`config.mk`:
```
export PLATFORM = sky130hd
export DESIGN_NAME = multi_scoreboard
export DESIGN_NICKNAME = d
export VERILOG_FILES = /design/src/rtl/multi_scoreboard.sv
export SDC_FILE = /design/constraint.sdc
export NUM_CORES = 1
export LEC_CHECK = 0
export CORE_UTILIZATION = 43
export DETAILED_ROUTE_END_ITERATION = 6
export GPL_ROUTABILITY_DRIVEN = 0
export PLACE_DENSITY = 0.69
export SETUP_SLACK_MARGIN = 0.4
export SYNTH_ARGS = -nofsm -noshare
export SYNTH_HDL_FRONTEND = slang
export SYNTH_SLANG_ARGS = --single-unit
```
`constraint.sdc`:
```
create_clock -name clk -period 5.7 [get_ports clk]
set_input_delay 1.71 -clock clk [delete_from_list [all_inputs] [get_ports clk]]
set_output_delay 1.71 -clock clk [all_outputs]
set_load 0.01 [all_outputs]
```
`src/rtl/multi_scoreboard.sv`:
```
// Match scoreboard for the tug-of-war family: counts one point per committed round,
// detects the match winner (target + win-by margin, or saturation) and freezes until cleared.
module multi_scoreboard #(
    parameter int NUM_PLAYERS  = 2,
    parameter int SCORE_W      = 3,
    parameter int MATCH_POINTS = 7,
    parameter int WIN_BY       = 1
) (
    input  logic                           clk,
    input  logic                           reset_n,
    input  logic                           clear_match,
    input  logic                           done,
    input  logic [NUM_PLAYERS-1:0]         winner,
    output logic [NUM_PLAYERS*SCORE_W-1:0] scores,
    output logic                           match_over,
    output logic [NUM_PLAYERS-1:0]         match_winner,
    output logic [7:0]                     rounds,
    output logic                           score_evt,
    output logic                           bad_winner
);
    localparam int EW = SCORE_W + 2;
    localparam logic [SCORE_W-1:0]     SMAX   = {SCORE_W{1'b1}};
    localparam logic [SCORE_W-1:0]     ONE_S  = SCORE_W'(1);
    localparam logic [NUM_PLAYERS-1:0] ONE_P  = NUM_PLAYERS'(1);
    localparam logic [EW-1:0]          MP_EXT = EW'(MATCH_POINTS);
    localparam logic [EW-1:0]          WB_EXT = EW'(WIN_BY);

    logic                                  done_q;
    logic                                  pending_q;
    logic [NUM_PLAYERS-1:0][SCORE_W-1:0]   score_q;
    logic [NUM_PLAYERS-1:0][SCORE_W-1:0]   score_d;
    logic [7:0]                            rounds_q;
    logic                                  evt_q;
    logic                                  over_q;
    logic [NUM_PLAYERS-1:0]                mwin_q;
    logic                                  bad_q;

    logic                   done_rise;
    logic                   commit;
    logic                   w_zero;
    logic                   w_multi;
    logic [NUM_PLAYERS-1:0] inc_vec;
    logic [NUM_PLAYERS-1:0] win_vec;

    assign done_rise = done & ~done_q;
    // A commit only counts if done is still high on the edge after arming.
    assign commit    = pending_q & done & ~over_q;
    assign w_zero    = (winner == '0);
    assign w_multi   = ((winner & (winner - ONE_P)) != '0);
    assign inc_vec   = (commit && !w_zero && !w_multi) ? winner : '0;

    for (genvar gi = 0; gi < NUM_PLAYERS; gi++) begin : g_player
        logic [SCORE_W-1:0] max_other;
        logic [EW-1:0]      own_ext;
        logic [EW-1:0]      other_ext;

        assign score_d[gi] = (inc_vec[gi] && score_q[gi] != SMAX) ? score_q[gi] + ONE_S
                                                                  : score_q[gi];

        always_comb begin
            max_other = '0;
            for (int j = 0; j < NUM_PLAYERS; j++) begin
                if (j != gi && score_d[j] > max_other) begin
                    max_other = score_d[j];
                end
            end
        end

        assign own_ext   = EW'(score_d[gi]);
        assign other_ext = EW'(max_other);
        // Only the player who just scored can newly satisfy the win condition.
        assign win_vec[gi] = inc_vec[gi] &&
                             ((score_q[gi] == SMAX) || (score_d[gi] == SMAX) ||
                              ((own_ext >= MP_EXT) && (own_ext >= other_ext + WB_EXT)));

        assign scores[gi*SCORE_W +: SCORE_W] = score_q[gi];
    end

    always_ff @(posedge clk or negedge reset_n) begin
        if (!reset_n) begin
            done_q    <= 1'b1;
            pending_q <= 1'b0;
            score_q   <= '0;
            rounds_q  <= '0;
            evt_q     <= 1'b0;
            over_q    <= 1'b0;
            mwin_q    <= '0;
            bad_q     <= 1'b0;
        end else if (clear_match) begin
            done_q    <= 1'b1;
            pending_q <= 1'b0;
            score_q   <= '0;
            rounds_q  <= '0;
            evt_q     <= 1'b0;
            over_q    <= 1'b0;
            mwin_q    <= '0;
            bad_q     <= 1'b0;
        end else begin
            done_q    <= done;
            pending_q <= done_rise & ~over_q;
            score_q   <= score_d;
            evt_q     <= commit;
            if (commit && rounds_q != 8'hFF) begin
                rounds_q <= rounds_q + 8'd1;
            end
            if (commit && w_multi) begin
                bad_q <= 1'b1;
            end
            if (win_vec != '0) begin
                over_q <= 1'b1;
                mwin_q <= win_vec;
            end
        end
    end

    assign match_over   = over_q;
    assign match_winner = mwin_q;
    assign rounds       = rounds_q;
    assign score_evt    = evt_q;
    assign bad_winner   = bad_q;
endmodule

```
==> results_dict.tcl <==
set metrics [dict create \
    cts_buffer_depth 2 \
    ios 25 \
    finClkSkew_ns 0.001074 \
    synth_compound_area_share_pct 9.239 \
    ys_top_cells_by_area "dfrtp_1, ha_1, xor2_1" \
    cts_resized 0 \
    ant_nets 0 \
    fillCellCount 242 \
    powerDensity_nw_per_um2 157.7 \
    fin_ws_ns 1.254 \
    synth_top_cell_area_share_pct 40.61 \
    p_sw_share_pct 23.08 \
    synth-simple-area-share_pct 21.83 \
    max_freq_mhz 224.9 \
    maxSlewHeadroom_pct 38.12 \
    seqPwrFrac_pct 63.2 \
    pre_cts_ws_ns 0.9530 \
    floorplan.initialDensity_pct 45.08 \
    async_flop_share_pct 100.0 \
    ys_seq_area_share_pct 42.74 \
    critPathArrivalTime_ns 4.65 \
    cts_hold_buf 0 \
    ys.flop_type "dfrtp_1" \
    root_buffer "clkbuf_4" \
    path_class "input port to flop" \
    die_w_um 55.54 \
    grt_pass1_wl_um 4146 \
    drive_gt1_share_pct 7.692 \
    rows 19 \
    syn_area_um2 1232 \
    synth_cell_types 37 \
    max_stage_delay_ns 0.51 \
    muxShareOfSynthArea_pct 5.178 \
    track_usage_pct 16.62 \
    synth_xor_area_share_pct 7.107 \
    cts_tree "yes" \
    htreeDepth 1 \
    p_leak_nw 0.6976 \
    post-dp-hpwl_um 1722 \
    grt_pass1_vias 934 \
    crit_fanout 5 \
    syn2layout_area_growth_pct 22.84 \
    syn_nets 135 \
    antenna_found_initial 0 \
    drt-pass1-iter-count 4 \
    dieHeight_um 55.54 \
    synth_seq_cells 21 \
    core_area_um2 2734 \
    io_buffers 24 \
    worstSetupEndpointType "flop" \
    synthTopCellsByCount "dfrtp_1, nor2_1, ha_1" \
    yosysTopAreaCell "dfrtp_1" \
    die_area_um2 3084 \
    hp-class "flop to flop" \
    nNetsFinal 160 \
    insertion_delay_ns 0.30 \
    syn_inst 119 \
    startpoint_type "input port" \
    yosysMostFrequentCell "dfrtp_1" \
    timing.setup.tns_ns 0 \
    cts_buffers 3 \
    finalCritPeriodShare_pct 78.00 \
    hold_viol 0 \
    path_cells "clkdlybuf4s50_1 > or2b_1 > or3_1 > mux2_2 > ha_1 > inv_1 > ha_1 > a21o_1 > a21oi_1 > or3_1 > a311oi_1" \
    drc 0 \
    synth_top_family_by_area "simple AND/OR/NAND/NOR gates" \
    cap_violations 0 \
    min_period_ns 4.446 \
    path_clk_slew_ns 0.12 \
    synthAdderAreaFrac_pct 10.15 \
    crit_slowest_cell "clkdlybuf4s50_1" \
    avgSynthCellArea_um2 10.36 \
    yosys_warnings 0 \
    status "finished clean" \
    clkPwrFrac_pct 30.6 \
    ir_worst_vdd_mv 0.1014 \
    num_vias 942 \
    worst_ep_required_time_ns 5.90 \
    synth_edf_count 0 \
    tightest_slew_ns 0.9253 \
    antenna_cells 0 \
    drt_first_iter_violations 8 \
    wl_per_cell_um 13.10 \
    finalSetupViolations 0 \
    comb_power_share_pct 6.3 \
    post_cts_buffers 0 \
    switching_power_mw 0.05512 \
    p_int_mw 0.1837 \
    grt_overflow 0 \
    cts_sinks 21 \
    grt_start_max_net_pins 22 \
    viasPerCell 5.414 \
    routed_wl_um 2279 \
    maxSlewViolCount 0 \
    rsz0062_at_grt "false" \
]
-- per-layer routing --
metal	wire (um)	track usage [%]	share of wire, %
met1	1114	23.48	49
met2	1088	26.16	48
met3	66	3.044	2.9
met4	9	4.643	0.39
met5	0	0	0
-- power by group through the flow --
stage / Combinational [mW] / Sequential [mW] / Clock (mW)
floorplan: 0.00619 / 0.154 / 0
global placement: 0.0151 / 0.154 / 0
detailed placement: 0.0153 / 0.154 / 0
CTS: 0.0154 / 0.151 / 0.0763
global route: 0.0171 / 0.151 / 0.0818
finish: 0.0150 / 0.151 / 0.0730
-- worst max-delay path: cells and delay by family --
family	cells	cell delay [ns]
AND/OR/NAND/NOR	3	1.09
buffers and inverters	2	0.55
adder cells (fa/ha/maj)	2	0.53
AO/OA/AOI/OAI	3	0.44
multiplexers	1	0.33
-- registers in the layout, summed over array words and instances, names as in the netlist --
| signal | count |
|---|---|
| bad_winner | 1 |
| done_q | 1 |
| match_over | 1 |
| match_winner | 2 |
| pending_q | 1 |
| rounds | 8 |
| score_evt | 1 |
| scores | 6 |
-- layout make-up --
| type | instances | area, um2 | area share, % |
|---|---|---|---|
| multi-input cells | 88 | 659.4 | 43.55 |
| flip-flops and latches | 21 | 526.8 | 34.79 |
| repair buffers | 24 | 240.2 | 15.87 |
| well taps | 31 | 38.79 | 2.562 |
| clock buffers | 4 | 26.28 | 1.736 |
| inverters | 6 | 22.52 | 1.488 |
-- cells in the final DEF (no fill, tap or decap), types with 2 or more instances in the layout --
cell,instances
a211oi_1,4
a21oi_1,2
a311oi_1,2
a41oi_1,2
and4_1,2
clkbuf_4,3
clkdlybuf4s50_1,24
dfrtp_1,20
ha_1,10
inv_1,6
mux2_2,3
mux2i_1,3
nand2_1,6
nand3_1,3
nor2_1,15
nor2b_1,5
nor3_1,4
or3_1,2
xnor2_1,2
xor2_1,8
-- path summary, 6_finish.rpt --
path	cells after the start	slack, ns	to	start
setup reg to reg	11	2.47	match_over	scores[0]
setup / recovery	11	1.25	match_over	winner[0]
hold reg to reg	2	0.54	bad_winner	bad_winner
hold / removal	2	0.54	bad_winner	bad_winner
min in group asynchronous	1	1.91	bad_winner	reset_n
max in group asynchronous	1	3.23	scores[2]	reset_n
-- cells by family (layout without fill, tap and decap cells) --
group	after synthesis	in the layout
xor+xnor	10	10
compound gates	14	14
mux	6	6
simple gates	48	48
flops	21	21
buf+inv	10	34
fa+ha+maj	10	10
-- per-stage QoR --
step | std cells | utilization [%] | power [mW] | area [um2] | hold slack (ns)
after detailed placement | 170 | 54.42 | 0.1690 | 1488 | 0.5256
after global placement | 170 | 54.42 | 0.1688 | 1488 | 0.5061
after floorplan | 119 | - | 0.1600 | 1232 | 0.5264
final | 174 | 55.38 | 0.2388 | 1514 | 0.5403
after global routing | 174 | 55.38 | 0.2499 | 1514 | 0.5960
after CTS | 174 | 55.38 | 0.2426 | 1514 | 0.5569
Note: power is estimated with default switching activity, not from simulation.
